[src/rtl/cla_pkg.sv]
`default_nettype none
// ============================================================================
// Module  : cla_pkg
// Purpose : Shared constants and types for the nibble-serial adder:
//           FSM state encoding and the datapath slice width.
// Ports   : none (package)
// Revision: 1.0 - initial release
// ============================================================================
package cla_pkg;

    // Width of one serial step; also the width of the CLA slice.
    localparam int NIB_W = 4;

    typedef enum logic [1:0] {
        IDLE = 2'd0,
        CALC = 2'd1,
        DONE = 2'd2
    } state_t;

endpackage : cla_pkg
`default_nettype wire

[src/rtl/cla_adder.sv]
`default_nettype none
// ============================================================================
// Module  : cla_adder
// Purpose : 4-bit carry-look-ahead adder, purely combinational.
// Ports   : a[3:0], b[3:0] - addends
//           cin            - carry in
//           sum[3:0]       - a + b + cin, low 4 bits
//           cout           - carry out of bit 3
// Revision: 1.0 - initial release
// ============================================================================
module cla_adder (
    input  logic [3:0] a,
    input  logic [3:0] b,
    input  logic       cin,
    output logic [3:0] sum,
    output logic       cout
);

    logic [3:0] w_p;
    logic [3:0] w_g;
    logic [4:0] w_c;

    assign w_p = a ^ b;
    assign w_g = a & b;

    // Every carry is expanded directly from cin so no carry depends on
    // another carry output.
    assign w_c[0] = cin;
    assign w_c[1] = w_g[0] | (w_p[0] & cin);
    assign w_c[2] = w_g[1] | (w_p[1] & w_g[0]) | (w_p[1] & w_p[0] & cin);
    assign w_c[3] = w_g[2] | (w_p[2] & w_g[1]) | (w_p[2] & w_p[1] & w_g[0])
                  | (w_p[2] & w_p[1] & w_p[0] & cin);
    assign w_c[4] = w_g[3] | (w_p[3] & w_g[2]) | (w_p[3] & w_p[2] & w_g[1])
                  | (w_p[3] & w_p[2] & w_p[1] & w_g[0])
                  | (w_p[3] & w_p[2] & w_p[1] & w_p[0] & cin);

    assign sum  = w_p ^ w_c[3:0];
    assign cout = w_c[4];

endmodule : cla_adder
`default_nettype wire

[src/rtl/nibble_serial_adder.sv]
`default_nettype none
// ============================================================================
// Module  : nibble_serial_adder
// Purpose : WIDTH-bit adder that processes one 4-bit nibble per clock,
//           LSB nibble first, through a single CLA slice. Operands are
//           captured on accept; the result is held until the consumer
//           takes it.
// Ports   : clk, rst          - clock, synchronous active-high reset
//           a, b, cin         - operands, sampled when in_valid & in_ready
//           in_valid/in_ready - input handshake
//           sum, cout, ovf    - registered result, carry out, signed overflow
//           out_valid/out_ready - output handshake
// Revision: 1.0 - initial release
// ============================================================================
module nibble_serial_adder
    import cla_pkg::*;
#(
    parameter int WIDTH = 16
) (
    input  logic             clk,
    input  logic             rst,
    input  logic [WIDTH-1:0] a,
    input  logic [WIDTH-1:0] b,
    input  logic             cin,
    input  logic             in_valid,
    output logic             in_ready,
    output logic [WIDTH-1:0] sum,
    output logic             cout,
    output logic             ovf,
    output logic             out_valid,
    input  logic             out_ready
);

    localparam int NIBS  = WIDTH / NIB_W;
    localparam int IDX_W = $clog2(NIBS);

    if (((WIDTH % NIB_W) != 0) || (WIDTH < 8)) begin : g_width_check
        $error("nibble_serial_adder: WIDTH must be a multiple of 4 and >= 8");
    end

    state_t            r_state;
    state_t            w_state_next;

    logic [WIDTH-1:0]  r_a;
    logic [WIDTH-1:0]  r_b;
    logic [WIDTH-1:0]  r_sum;
    logic              r_carry;
    logic              r_cout;
    logic              r_ovf;
    logic [IDX_W-1:0]  r_idx;

    logic              w_accept;
    logic              w_last;
    logic [NIB_W-1:0]  w_nib_a;
    logic [NIB_W-1:0]  w_nib_b;
    logic [NIB_W-1:0]  w_nib_sum;
    logic              w_nib_cout;

    // Operand nibbles come only from the captured registers, so the live
    // a/b/cin inputs never reach an output combinationally.
    assign w_nib_a  = r_a[r_idx*NIB_W +: NIB_W];
    assign w_nib_b  = r_b[r_idx*NIB_W +: NIB_W];
    assign w_last   = (r_idx == IDX_W'(NIBS - 1));
    assign w_accept = in_valid && (r_state == IDLE);

    cla_adder u_cla (
        .a    (w_nib_a),
        .b    (w_nib_b),
        .cin  (r_carry),
        .sum  (w_nib_sum),
        .cout (w_nib_cout)
    );

    // ------------------------------------------------------------------
    // FSM state register
    // ------------------------------------------------------------------
    always_ff @(posedge clk) begin
        if (rst) begin
            r_state <= IDLE;
        end else begin
            r_state <= w_state_next;
        end
    end

    // ------------------------------------------------------------------
    // FSM next state and handshake outputs
    // ------------------------------------------------------------------
    always_comb begin
        w_state_next = r_state;
        in_ready     = 1'b0;
        out_valid    = 1'b0;
        case (r_state)
            IDLE: begin
                in_ready = 1'b1;
                if (in_valid) begin
                    w_state_next = CALC;
                end
            end
            CALC: begin
                if (w_last) begin
                    w_state_next = DONE;
                end
            end
            DONE: begin
                out_valid = 1'b1;
                if (out_ready) begin
                    w_state_next = IDLE;
                end
            end
            default: begin
                w_state_next = IDLE;
            end
        endcase
    end

    // ------------------------------------------------------------------
    // Datapath: operand capture and one nibble per CALC cycle
    // ------------------------------------------------------------------
    always_ff @(posedge clk) begin
        if (rst) begin
            r_a     <= '0;
            r_b     <= '0;
            r_sum   <= '0;
            r_carry <= 1'b0;
            r_cout  <= 1'b0;
            r_ovf   <= 1'b0;
            r_idx   <= '0;
        end else if (w_accept) begin
            // r_carry doubles as the carry-in of nibble 0.
            r_a     <= a;
            r_b     <= b;
            r_carry <= cin;
            r_idx   <= '0;
        end else if (r_state == CALC) begin
            r_sum[r_idx*NIB_W +: NIB_W] <= w_nib_sum;
            r_carry                     <= w_nib_cout;
            r_idx                       <= r_idx + 1'b1;
            if (w_last) begin
                r_cout <= w_nib_cout;
                // Carry into the MSB is recovered from the MSB sum bit.
                r_ovf  <= (r_a[WIDTH-1] ^ r_b[WIDTH-1] ^ w_nib_sum[NIB_W-1])
                          ^ w_nib_cout;
            end
        end
    end

    assign sum  = r_sum;
    assign cout = r_cout;
    assign ovf  = r_ovf;

endmodule : nibble_serial_adder
`default_nettype wire

[config.mk]
export PLATFORM = sky130hd
export DESIGN_NAME = nibble_serial_adder
export DESIGN_NICKNAME = d
export VERILOG_FILES = /design/src/rtl/cla_pkg.sv /design/src/rtl/cla_adder.sv /design/src/rtl/nibble_serial_adder.sv
export SDC_FILE = /design/constraint.sdc
export NUM_CORES = 1
export LEC_CHECK = 0
export BUFFER_PORTS_ARGS = -buffer_cell sky130_fd_sc_hd__buf_2
export CAP_MARGIN = 15
export CORE_UTILIZATION = 53
export DETAILED_ROUTE_END_ITERATION = 12
export PLACE_DENSITY = 0.83
export SYNTH_ARGS = -nofsm -noshare
export SYNTH_HDL_FRONTEND = slang
export SYNTH_SLANG_ARGS = --single-unit
[constraint.sdc]
create_clock -name clk -period 3.6 [get_ports clk]
set_clock_uncertainty 0.15 [all_clocks]
set_input_delay 0.36 -clock clk [delete_from_list [all_inputs] [get_ports clk]]
set_output_delay 0.36 -clock clk [all_outputs]
set_load 0.03 [all_outputs]
# Word-level counts from Yosys, hierarchy flattened
# Index checks and enable logic that the tools add are counted.
# W data, S select, Z words.
[op_classes]
n_bitwise = 33
add_sub_neg = 2
eq_ne = 6
n_mux = 9
shifts = 4
n_reduce_logical = 7
[ops]
columns = ["operator", "count"]
rows = [
  ["$neg A4 Y34", 1],
  ["$shift A4 B34 Y16 const A", 1],
  ["$shiftx A4 B34 Y16", 1],
  ["$shiftx A16 B5 Y4", 2],
  ["$and A1 B1 Y1", 16],
  ["$bwmux W16", 1],
  ["$or A1 B1 Y1", 10],
  ["$xor A4 B4 Y4", 2],
  ["$mux W2", 3],
  ["$ne A2 B2 Y1 const B", 3],
  ["$pmux W2 S3", 1],
  ["$reduce_and A3 Y1", 2],
  ["$and A4 B4 Y4", 1],
  ["$eq A2 B2 Y1 const B", 2],
  ["$mux W1", 4],
  ["$xor A1 B1 Y1", 3],
  ["$add A2 B1 Y2 const B", 1],
  ["$eq A2 B1 Y1 const B", 1],
  ["$logic_not A2 Y1", 1],
  ["$reduce_and A2 Y1", 1],
  ["$reduce_bool A2 Y1", 1],
  ["$reduce_or A2 Y1", 1],
  ["$logic_and A1 B1 Y1", 1],
  ["$not A1 Y1", 1],
]
[word_totals]
regBits = 55
input_bits = 37
word_cells = 69

# Depth between registers and ports, before layout
# Gate-level depths: netlist of the first run.
[logic_depth]
ltp_word = 9
depth_mapped = 8
mapped_depth_nobuf = 7

# Hierarchy
# A second synthesis of the first run with hierarchy kept.
[hier_totals]
hier_cells = 284
area_unflattened_um2 = 2556.2
[by_module_without_submodules]
columns = ["mod", "n_inst", "area_per_inst_um2", "cells_per_inst", "seq_area_each_um2"]
rows = [
  ["nibble_serial_adder", 1, 2408.6, 267, 1101.1],
  ["cla_adder", 1, 147.6, 17, 0.0],
]

# Least setup slack after synthesis of the first run
# No wires, ideal clock.
[synth_path]
path_kind = "register to register"
start = "reg r_idx[0]"
end = "reg r_ovf (netlist: ovf)"
stages_incl_launch_ff = 9
setup_time_ps = 88
slack_ps = 552
arrival_ps = 2810
n_path_buf = 1
path_cell_list = "dfxtp_1 -> buf_2 -> mux4_2 -> ha_1 -> a211o_1 -> a21oi_4 -> xor2_2 -> a211o_1 -> a311oi_2"
[synth_via]
elab_chain_len = 9
elab_cells_between_ends = 28
[synth_rtl]
columns = ["element", "line", "rtl"]
rows = [
  ["start: declaration", "nibble_serial_adder.sv:50", "logic [IDX_W-1:0] r_idx;"],
  ["start signal: assignment", "nibble_serial_adder.sv:137", "r_idx <= r_idx + 1'b1;"],
  ["$shiftx A16 B5 Y4 (on tied branches)", "nibble_serial_adder.sv:61, nibble_serial_adder.sv:62", ""],
  ["$xor A4 B4 Y4 / $and A4 B4 Y4 (equally long branches)", "cla_adder.sv:23, cla_adder.sv:24", ""],
  ["$and A1 B1 Y1 (on tied branches)", "cla_adder.sv:31, cla_adder.sv:32", ""],
  ["$or A1 B1 Y1 (tied with other cells)", "cla_adder.sv:31", "assign w_c[3] = w_g[2] | (w_p[2] & w_g[1]) | (w_p[2] & w_p[1] & w_g[0])"],
  ["$or A1 B1 Y1 / $and A1 B1 Y1 (equally long branches)", "cla_adder.sv:31, cla_adder.sv:32", ""],
  ["$or A1 B1 Y1", "cla_adder.sv:32", "| (w_p[2] & w_p[1] & w_p[0] & cin);"],
  ["$xor A4 B4 Y4", "cla_adder.sv:37", "assign sum = w_p ^ w_c[3:0];"],
  ["$xor A1 B1 Y1", "nibble_serial_adder.sv:141", "r_ovf <= (r_a[WIDTH-1] ^ r_b[WIDTH-1] ^ w_nib_sum[NIB_W-1])"],
  ["$xor A1 B1 Y1", "nibble_serial_adder.sv:142", "^ w_nib_cout;"],
  ["end signal: assignment", "nibble_serial_adder.sv:141", ""],
  ["end: declaration", "nibble_serial_adder.sv:49", "logic r_ovf;"],
]
# Parallel ways exist; a longest one is shown, timed or not.
# A chain may end at the register's enable or synchronous reset.

# Worst setup path in the final report of the first run
# Ends and elaborated chain as after synthesis.

==> results.md, run 1 <==
* GRT overflow at 0
* Nature of the critical path startpoint: flip-flop
* RSZ-0062 raised after global routing: no
* WP depth at 8
* Critical path's slowest cell: dfxtp_1
* Port bufs at 56
* Ys flop type: dfxtp_1
* Most frequent cell after synthesis: nand2_1
* Row count at 24
* Reg2Reg Depth at 8
* Share of the synthesized area in the top cell type at 0.4438
* Combinational power share at 0.140
* HPWL after DPL at approximately 3600 µm
* Die area at around 5000 µm²
* # Post-CTS Setup Buffers at 0
* Peak supply drop at 0.2603 mV
* Cell Pwr Density at 428.3 nW/µm²
* Worst R2R End: ovf
* Vert. Die Dim at 70.42 µm
* Fmax achieved at 323.4 MHz
* Layout area overhead at 15.99%
* Switching share of power at 0.2604
* Antenna Violating Nets Remaining at 0
* CP arrival at 3.17 ns
* Final hold vios at 0
* Number of library cell types mapped by synthesis at 31
* DR WL/cell at 13.47 µm
* Cells after Synth at 272
* Cts bufs inserted at 5
* Post-cts sizing count at 0
* Warnings from Yosys at 0
* Initial DRC Count at 101
* DR vias/cell at 5.461
* Clock Latency Late Sink at ~0.31 ns
* Layout cells sized above 1 at 0.2523
* Dominant cells by area after synthesis: dfxtp_1, nand2_1, a21oi_1
* Total number of vias at approximately 2,000
* Global-route wire length before repair at slightly below 9000 µm
* IO Count at 57
* EDFF count, synth at 0
* Clk pwr share at 0.331
* Nets at about 370
* GPL Wtd Cong at 0.8364
* Post-synth top area cell: dfxtp_1
* Worst Max-Slew Pin Slew at around 0.97 ns
* TNS Setup at 0 ns
* Slew Viols, Final at 0
* Critical R2R Launch: r_idx[0]
* Final setup viols at 0
* Ant diodes at 0
* CP bufs+invs at 1
* Period utilisation layout at 0.8590
* Internal power at 911.5 µW
* CP top delay family: compound AO/OA/AOI/OAI gates
* Peak fanout along the critical path at 9
* Mapped cell area at around 2500 µm²
* Status: completed
* CORE AREA at 4414 µm²
* Initial antenna violation count at 0
* P_leak at 1.241 nW
* Vias in the first global route at just under 2,000
* Drt first pass iters at 4
* DRC Markers at 0
* Crit Path Class: reg -> reg
* Setup crit end: ovf
* CTS Root Cell: clkbuf_8
* Cts hold-fix bufs at 0
* Yosys reg bits at 55
* Max Root-Sink Buffers at 2
* Mean area per synthesized cell at 9.122 µm²
* Reg power frac at 0.530
* Synthesized net count at 321
* Routed wire length at 5026 µm
* CP Data Required Time at 3.67 ns
* H-Tree Depth at 2
* CTS tree: yes
* List of most frequent post-synthesis cells: nand2_1, dfxtp_1, a21oi_1
* Max_cap viols at 0
* GRT Util Overall at 0.2207
* Final Power at ~1.2 mW
* Min-delay worst type: in -> reg
* Register area share after synthesis at 0.4438
* Worst slew margin at 0.3524
* Width of the die at 70.42 µm
* Synth async-reset ratio at 0
* Sw power at 321.0 µW
* Worst setup EP type: flip-flop
* CTS Sinks at 55
* CP Launch Point: r_idx[0]
* Fin crit period at 3.092 ns
* CTS clk-pin slew, worst paths at roughly 0.1 ns
* CP Cell Sequence: buf_4 > mux4_2 > ha_1 > o21a_1 > a21oi_4 > xor2_2 > a211o_1 > a311oi_2
* Setup slack, reg-to-reg at 0.51 ns
* CP max stage delay at 0.55 ns
* Largest net degree at the start of global routing at 56
* Starting Density at 0.5621
worst min path at each step:
stage | slack [ns] | startpoint | cells past startpoint | endpoint
floorplan | 0.28 | r_a[10] | 2 | r_a[10]
global placement | 0.29 | r_b[11] | 2 | r_b[11]
detailed placement | 0.30 | r_a[10] | 2 | r_a[10]
CTS | 0.12 | b[6] | 3 | r_b[6]
global route | 0.11 | a[13] | 3 | r_a[13]
finish | 0.12 | b[6] | 3 | r_b[6]
layout make-up:
class                   instances  area (µm²)
multi-input cells             196        1292
clock inverters                 3       43.79
well taps                      52       65.06
clock buffers                   5       68.82
fillers                       399        1536
inverters                       5       18.77
repair buffers                 57       287.8
flip-flops and latches         55        1101
stage by stage:
stage / area [µm²] / cells / hold WS [ns] / setup slack (ns) / utilization
2_1_floorplan: 2481 / 272 / 0.2831 / 0.5523 / -
3_3_place_gp: 2765 / 365 / 0.2938 / 0.5974 / 0.6264
3_5_place_dp: 2765 / 365 / 0.2970 / 0.5086 / 0.6264
4_1_cts: 2878 / 373 / 0.1190 / 0.4708 / 0.6519
5_1_grt: 2878 / 373 / 0.1147 / 0.3285 / 0.6519
6_report: 2878 / 373 / 0.1201 / 0.5075 / 0.6519
cell families after synthesis:
group,after synthesis,share of synthesized area
simple gates,104,0.1911
compound gates,66,0.1689
flops,55,0.4438
buf+inv,21,0.03530
fa+ha+maj,12,0.06354
mux,9,0.07665
xor+xnor,5,0.02068
worst register-to-register path: cells and delay by family (launching register included):
| family | cells | cell delay (ns) |
|---|---|---|
| muxes | 1 | 0.53 |
| DFF | 1 | 0.55 |
| AOI/OAI and AO/OA | 4 | 1.02 |
| buffers and inverters | 1 | 0.29 |
| xor gates and xnor gates | 1 | 0.11 |
| adders and majority gates | 1 | 0.36 |
power by group through the flow:
stage	Clock, mW	Sequential (mW)	Combinational, mW
6_report	0.408	0.653	0.172
5_1_grt	0.439	0.656	0.191
4_1_cts	0.413	0.653	0.173
3_5_place_dp	0	0.667	0.171
3_3_place_gp	0	0.666	0.166
2_1_floorplan	0	0.663	0.124
per-layer routing:
metal | GRT usage | up-vias | routed length [µm]
li1 | - | 1022 | -
met1 | 0.2676 | 949 | 2170
met2 | 0.3820 | 54 | 2533
met3 | 0.04185 | 12 | 205
met4 | 0.08889 | 0 | 116
met5 | 0 | - | 0
flip-flops by register name (all words and copies together), names as in the netlist:
| register | cells |
|---|---|
| r_carry | 1 |
| cout | 1 |
| r_state | 2 |
| r_a | 16 |
| r_b | 16 |
| r_idx | 2 |
| ovf | 1 |
| sum | 16 |
layout by cell type (no fill, tap or decap), types with 3 or more instances in the layout:
cell type	count
inv_1	5
clkbuf_8	5
a21oi_1	37
dfxtp_1	55
ha_1	11
nor2_1	26
mux4_2	8
nor4b_4	3
nand2_1	68
a22oi_1	17
buf_2	56
No activity file was read; power rests on OpenSTA's default activity.
==> run 2: changes to the inputs <==
--- a/config.mk
+++ b/config.mk
@@ -7,6 +7,7 @@
 export LEC_CHECK = 0
 export BUFFER_PORTS_ARGS = -buffer_cell sky130_fd_sc_hd__buf_2
 export CAP_MARGIN = 15
+export CORE_ASPECT_RATIO = 0.75
 export CORE_UTILIZATION = 53
 export DETAILED_ROUTE_END_ITERATION = 12
 export PLACE_DENSITY = 0.83
==> run 2 against run 1 <==
Effect of this change: via count rose by 1.3%; critical path type unchanged; critical endpoint unchanged; sequential power barely moved; critical path depth did not move.
==> results.md, run 2 (same netlist as run 1, synthesis figures left out) <==
* Status: completed
* Max_cap viols at 0 (unchanged)
* GRT overflow at 0 (unchanged)
* DRC Markers at 0 (unchanged)
* Starting Density at 0.5555 (-0.006613)
* Most common cell after layout, fill and taps aside: nand2_1
* CP arrival at 3.10 ns (-0.07 ns)
* Layout area overhead at 16.24%
* # Post-CTS Setup Buffers at 0 (unchanged)
* Filler Cell Count at 361 (-9.5%)
* Hold path endpoint: r_a[6]
* Finished Layout Cells at 379 (+1.6%)
* Row count at 21 (-13%)
* Layout cells sized above 1 at 0.2516 (-0.0007837)
* Hold wc startpoint: a[6]
* CTS clk-pin slew, worst paths at 0.10 ns (about the same)
* Worst slew margin at 0.3527 (about the same)
* P_leak at 1.236 nW (-0.38%)
* Peak supply drop at 0.1939 mV (-25%)
* Largest net degree at the start of global routing at 56 (unchanged)
* CTS Root Cell: clkbuf_8
* HPWL after DPL at 3738 µm (+2.4%)
* Worst Max-Slew Pin Slew at 0.9686 ns (-0.002722 ns)
* Final setup viols at 0 (unchanged)
* TNS Setup at 0 ns (unchanged)
* Cell Pwr Density at 402.3 nW/µm² (-6.1%)
* Fmax achieved at 329.7 MHz (+2.0%)
* Min-delay worst type: in -> reg
* Post-cts sizing count at 0 (unchanged)
* Antenna Violating Nets Remaining at 0 (unchanged)
* Vert. Die Dim at 61.26 µm (-13%)
* CORE AREA at 4467 µm² (+1.2%)
* H-Tree Depth at 2 (unchanged)
* Port bufs at 56 (unchanged)
* Met2 Track Usage GR at 0.3541 (-0.02787)
* Worst setup EP type: flip-flop
* Met1 Use GR at 0.3166 (+0.04898)
* GPL Wtd Cong at 0.7758 (-7.2%)
* IO Count at 57 (unchanged)
* Initial DRC Count at 104 (+3.0%)
* Sw power at 316.1 µW (-1.5%)
* Width of the die at 81.01 µm (+15%)
* Period utilisation layout at 0.8424 (-0.01663)
* Met3 usage at 0.05037 (+0.008523)
* Combinational power share at 0.154 (+0.014)
* GRT Util Overall at 0.2274 (+0.006703)
* CP Data Required Time at 3.67 ns (about the same)
* Nature of the critical path startpoint: flip-flop
* Setup slack, reg-to-reg at 0.57 ns (+0.06 ns)
* Initial antenna violation count at 0 (unchanged)
* Nets at 370 (+0.27%)
* Worst R2R End: ovf
* Gr busiest metal: met2
* Cts bufs inserted at 5 (unchanged)
* DP Cell Count at 370 (+1.4%)
* Internal power at 844.2 µW (-7.4%)
* Switching share of power at 0.2724 (+0.01200)
* Max Root-Sink Buffers at 2 (unchanged)
* Most frequent cells in the layout: nand2_1, buf_2, dfxtp_1
* Peak fanout along the critical path at 9 (unchanged)
* Clock Latency Late Sink at 0.31 ns (about the same)
* Ant diodes at 0 (unchanged)
* Die area at 4962 µm² (about the same)
* Clk pwr share at 0.283 (-0.048)
* CTS tree: yes
* Vias in the first global route at 1,820 (-5.8%)
* Reg2Reg Depth at 8 (unchanged)
* Drt first pass iters at 5 (+1)
* CTS Sinks at 55 (unchanged)
* Sequential Area at 1101 µm² (unchanged)
* DR WL/cell at 13.76 µm (+2.1%)
* DR vias/cell at 5.446 (-0.28%)
* Total number of vias at 2,064 (+1.3%)
* Fin crit period at 3.033 ns (-0.05987 ns)
* Reg power frac at 0.563 (+0.033)
* Slew Viols, Final at 0 (unchanged)
* Final hold vios at 0 (unchanged)
* Global-route wire length before repair at 8397 µm (-3.2%)
* Multi-input logic area at 1292 µm² (unchanged)
* Final Power at 1.160 mW (-5.9%)
* Routed wire length at 5214 µm (+3.7%)
* WHS Path Cells at 3 (unchanged)
* Critical R2R Launch: r_idx[0]
* Crit Path Class: reg -> reg
* Cts hold-fix bufs at 0 (unchanged)
* RSZ-0062 raised after global routing: no
* WHS at 0.1304 ns (+0.01026 ns)
run 2: cell count changes in the layout (fill, tap and decap cells not counted), sizes merged:
cell,delta
clkbuf,+1
clkinv,-1
buf,+1
clkinvlp,+1
bufinv,-1
run 2: how the worst max path moves through the flow:
stage,depth (start not counted),endpoint,start,slack (ns)
2_1_floorplan,8,ovf,r_idx[0],0.55
3_3_place_gp,8,ovf,r_idx[0],0.70
3_5_place_dp,8,ovf,r_idx[0],0.58
4_1_cts,8,ovf,r_idx[0],0.55
5_1_grt,8,ovf,r_idx[0],0.39
6_report,8,ovf,r_idx[0],0.57
run 2: layer usage:
metal  up-vias  share of wire  wire length, µm
li1       1035              -                -
met1       964           0.47             2475
met2        57           0.46             2399
met3         8          0.051              266
met4         0          0.014               72
met5         -              0                0
run 2: power by group through the flow:
| stage | registers [mW] | logic, mW | clock network [mW] |
|---|---|---|---|
| 2_1_floorplan | 0.663 | 0.124 | 0 |
| 5_1_grt | 0.657 | 0.196 | 0.365 |
| 6_report | 0.654 | 0.178 | 0.328 |
| 4_1_cts | 0.653 | 0.173 | 0.336 |
| 3_3_place_gp | 0.667 | 0.167 | 0 |
| 3_5_place_dp | 0.667 | 0.172 | 0 |
run 2: layout make-up:
type                            count  area share
Multi-Input combinational cell    196      0.4482
Sequential cell                    55      0.3818
Timing Repair Buffer               58      0.1093
Clock buffer                        6     0.02516
Tap cell                           57     0.02473
Inverter                            5    0.006508
Clock inverter                      2    0.004338
run 2: critical path, cell delays in order (launching register included):
cell      delay, ns
dfxtp_1        0.59
buf_4          0.29
mux4_2         0.52
ha_1           0.32
o21a_1         0.15
a21oi_4        0.23
xor2_2         0.11
a211o_1        0.33
a311oi_2       0.25
run 2: stage by stage:
step | cell area, µm² | util | worst slack, ns
final | 2884 | 0.6457 | 0.5674
after global routing | 2884 | 0.6457 | 0.3855
after CTS | 2856 | 0.6395 | 0.5454
after detailed placement | 2771 | 0.6204 | 0.5795
after global placement | 2771 | 0.6204 | 0.7011
after floorplan | 2481 | - | 0.5523
==> run 3: changes to the inputs <==
--- a/config.mk
+++ b/config.mk
@@ -5,12 +5,13 @@
 export SDC_FILE = /design/constraint.sdc
 export NUM_CORES = 1
 export LEC_CHECK = 0
+export ABC_AREA = 1
 export BUFFER_PORTS_ARGS = -buffer_cell sky130_fd_sc_hd__buf_2
 export CAP_MARGIN = 15
 export CORE_ASPECT_RATIO = 0.75
-export CORE_UTILIZATION = 53
+export CORE_UTILIZATION = 48
 export DETAILED_ROUTE_END_ITERATION = 12
-export PLACE_DENSITY = 0.83
+export PLACE_DENSITY = 0.79
 export SYNTH_ARGS = -nofsm -noshare
 export SYNTH_HDL_FRONTEND = slang
 export SYNTH_SLANG_ARGS = --single-unit
==> constraint.sdc (replaced) <==
create_clock -name clk -period 2.7 [get_ports clk]
set_clock_uncertainty 0.15 [all_clocks]
set_input_delay 0.27 -clock clk [delete_from_list [all_inputs] [get_ports clk]]
set_output_delay 0.27 -clock clk [all_outputs]
set_load 0.03 [all_outputs]
==> run 3 against run 2 <==
Effect of this change: hold slack lost 0.077 ns; power increased by 65%; setup slack lost 0.29 ns; flip-flop and latch count unchanged; via count grew 18%; first-iteration DRC count up 7.7%; fmax is 25% higher; sequential power is 37% higher; combinational power is 120% higher; wire length rose by 9.2%; clock power rose by 91%.
==> results.md, run 3 <==
* Layout area overhead at 18.08%
* Share of the synthesized area in the top cell type at 0.4253 (-0.01845)
* Drt first pass iters at 4 (-1)
* Register area share after synthesis at 0.4253 (-0.01845)
* Period utilisation layout at 0.8984 (+0.05597)
* Vert. Die Dim at 65.60 µm (+7.1%)
* DRC Markers at 0 (unchanged)
* CP Data Required Time at 2.77 ns (-0.90 ns)
* Routed wire length at 5696 µm (+9.2%)
* Synthesized net count at 400 (+25%)
* CP Cell Sequence: inv_1 > o21ai_0 > o22ai_1 > ha_1 > nand2_1 > nand2_1 > nand2_1 > nand2_1 > nand2_1 > nand2_2 > nand3_1 > nand3_1 > nand2_1 > inv_1
* Peak supply drop at 0.3001 mV (+55%)
* Mapped cell area at 2589 µm² (+4.3%)
* CP top delay family: simple AND/OR/NAND/NOR gates
* Mean area per synthesized cell at 7.375 µm² (-19%)
* Most frequent cell after synthesis: nor2_1
* Cells after Synth at 351 (+29%)
* Nets at 451 (+22%)
* Dominant cells by area after synthesis: dfxtp_1, nor2_1, o21ai_0
* Max_cap viols at 0 (unchanged)
* Ys flop type: dfxtp_1
* Largest net degree at the start of global routing at 35 (-38%)
* P_leak at 1.387 nW (+12%)
* Starting Density at 0.5139 (-0.04155)
* GRT overflow at 0 (unchanged)
* Row count at 22 (+4.8%)
* Most common cell after layout, fill and taps aside: nor2_1
* CTS tree: yes
* Fmax achieved at 412.3 MHz (+25%)
* CTS Root Cell: clkbuf_8
* Filler Cell Count at 483 (+34%)
* Synth async-reset ratio at 0 (unchanged)
* DR vias/cell at 5.128 (-5.8%)
* Initial antenna violation count at 0 (unchanged)
* Total number of vias at 2,436 (+18%)
* Final setup viols at 0 (unchanged)
* CP arrival at 2.49 ns (-0.61 ns)
* Worst slew margin at 0.6381 (+0.2854)
* Fin crit period at 2.426 ns (-0.6070 ns)
* Width of the die at 86.80 µm (+7.2%)
* Crit Path Class: reg -> reg
* Pre-CTS setup slack at 0.3424 ns (-0.2371 ns)
* Post-layout util at 0.6068 (-0.03885)
* Port bufs at 56 (unchanged)
* RSZ-0062 raised after global routing: no
* Peak fanout along the critical path at 11 (+2)
* # Post-CTS Setup Buffers at 0 (unchanged)
* Die area at 5694 µm² (+15%)
* Slew Viols, Final at 0 (unchanged)
* CTS Sinks at 55 (unchanged)
* Post-layout worst setup margin at 0.2744 ns (-0.2930 ns)
* Warnings from Yosys at 0 (unchanged)
* Final hold vios at 0 (unchanged)
* Cts hold-fix bufs at 0 (unchanged)
* GRT Util Overall at 0.2164 (-0.01098)
* Global-route wire length before repair at 9722 µm (+16%)
* Antenna Violating Nets Remaining at 0 (unchanged)
* DP Cell Count at 467 (+26%)
* Vias in the first global route at 2,235 (+23%)
* Most frequent CP cell: nand2_1
* Most frequent cells in the layout: nor2_1, buf_2, dfxtp_1
* Max Root-Sink Buffers at 2 (unchanged)
* Ant diodes at 0 (unchanged)
* EDFF count, synth at 0 (unchanged)
* Layout cells sized above 1 at 0.2208 (-0.03071)
* CTS clk-pin slew, worst paths at 0.09 ns (about the same)
* Fin area at 3057 µm² (+6.0%)
* Post-synth top area cell: dfxtp_1
* DR WL/cell at 11.99 µm (-13%)
* GPL Wtd Cong at 0.8527 (+9.9%)
* Min-delay worst type: in -> reg
* Cell Pwr Density at 624.6 nW/µm² (+55%)
* Number of library cell types mapped by synthesis at 30 (-3.2%)
* CP max stage delay at 0.40 ns (-0.19 ns)
* Worst setup EP type: flip-flop
* IO Count at 57 (unchanged)
* List of most frequent post-synthesis cells: nor2_1, dfxtp_1, o21ai_0
* Yosys reg bits at 55 (unchanged)
* Worst Max-Slew Pin Slew at 0.5421 ns (-0.4265 ns)
* Status: completed
* TNS Setup at 0 ns (unchanged)
* Clock Latency Late Sink at 0.31 ns (about the same)
* Nature of the critical path startpoint: flip-flop
* H-Tree Depth at 2 (unchanged)
* Initial DRC Count at 112 (+7.7%)
* CP bufs+invs at 2 (+1)
* Post-cts sizing count at 0 (unchanged)
* CORE AREA at 5037 µm² (+13%)
* Cts bufs inserted at 5 (unchanged)
* HPWL after DPL at 4226 µm (+13%)
* Critical path's slowest cell: dfxtp_1
* Finished Layout Cells at 475 (+25%)
* Placed Area at 2924 µm² (+5.5%)
## run 3: changes by cell type in the layout (fill, tap and decap cells not counted), moves of 9 or more
cell     delta
nand2_1    -27
a22oi_1    -14
nand3_1     +9
inv_1      +12
o21ai_0    +48
nor2_1     +63
a21oi_1    -21
## run 3: cell type report
class                      instances  area [µm²]  area share
multi-input combinational        258        1334      0.4363
timing repair buffer              61       317.8      0.1040
sequential                        55        1101      0.3602
inverter                          21       81.33     0.02661
clock buffer                       6       72.57     0.02374
clock inverter                     2       60.06     0.01965
tap                               72       90.09     0.02947
## run 3: cell families (layout without fill, tap and decap cells)
logic type,Yosys count,in the layout,synth area share
DFF,55,55,0.4253
xor gates and xnor gates,4,4,0.01644
and+or+nand+nor,161,161,0.2711
AOI/OAI and AO/OA,81,81,0.1668
buffers and inverters,38,90,0.05945
adders and majority gates,12,12,0.06090
## run 3: final timing paths
path	startpoint	endpoint	slack, ns	cells past startpoint
worst max-delay path	r_idx[1]	ovf	0.27	14
worst min-delay path	b[11]	r_b[11]	0.05	3
worst max register to register	r_idx[1]	ovf	0.27	14
worst min register to register	sum[3]	sum[3]	0.31	2
## run 3: stage by stage
step	total power [mW]	hold slack [ns]
4_1_cts	1.917	0.05351
3_5_place_dp	1.299	0.3025
6_report	1.909	0.05319
5_1_grt	2.002	0.06509
2_1_floorplan	1.194	0.2847
3_3_place_gp	1.287	0.2994
## run 3: where the power goes
part | internal [mW] | leakage [nW] | switching [mW]
registers | 0.862 | 0.451 | 0.0342
logic | 0.137 | 0.870 | 0.248
clock network | 0.370 | 0.0654 | 0.257
## run 3: worst register-to-register path: stages (launching register included)
cell,delay (ns)
dfxtp_1,0.40
inv_1,0.27
o21ai_0,0.17
o22ai_1,0.28
ha_1,0.33
nand2_1,0.08
nand2_1,0.05
nand2_1,0.07
nand2_1,0.06
nand2_1,0.08
nand2_2,0.10
nand3_1,0.11
nand3_1,0.08
nand2_1,0.07
inv_1,0.03
## run 3: metal layers
metal / part of all wire / vias up / GRT usage
li1: - / 1250 / -
met1: 0.48 / 1126 / 0.2817
met2: 0.46 / 53 / 0.3484
met3: 0.050 / 7 / 0.04899
met4: 0.0097 / 0 / 0.08542
met5: 0 / - / 0
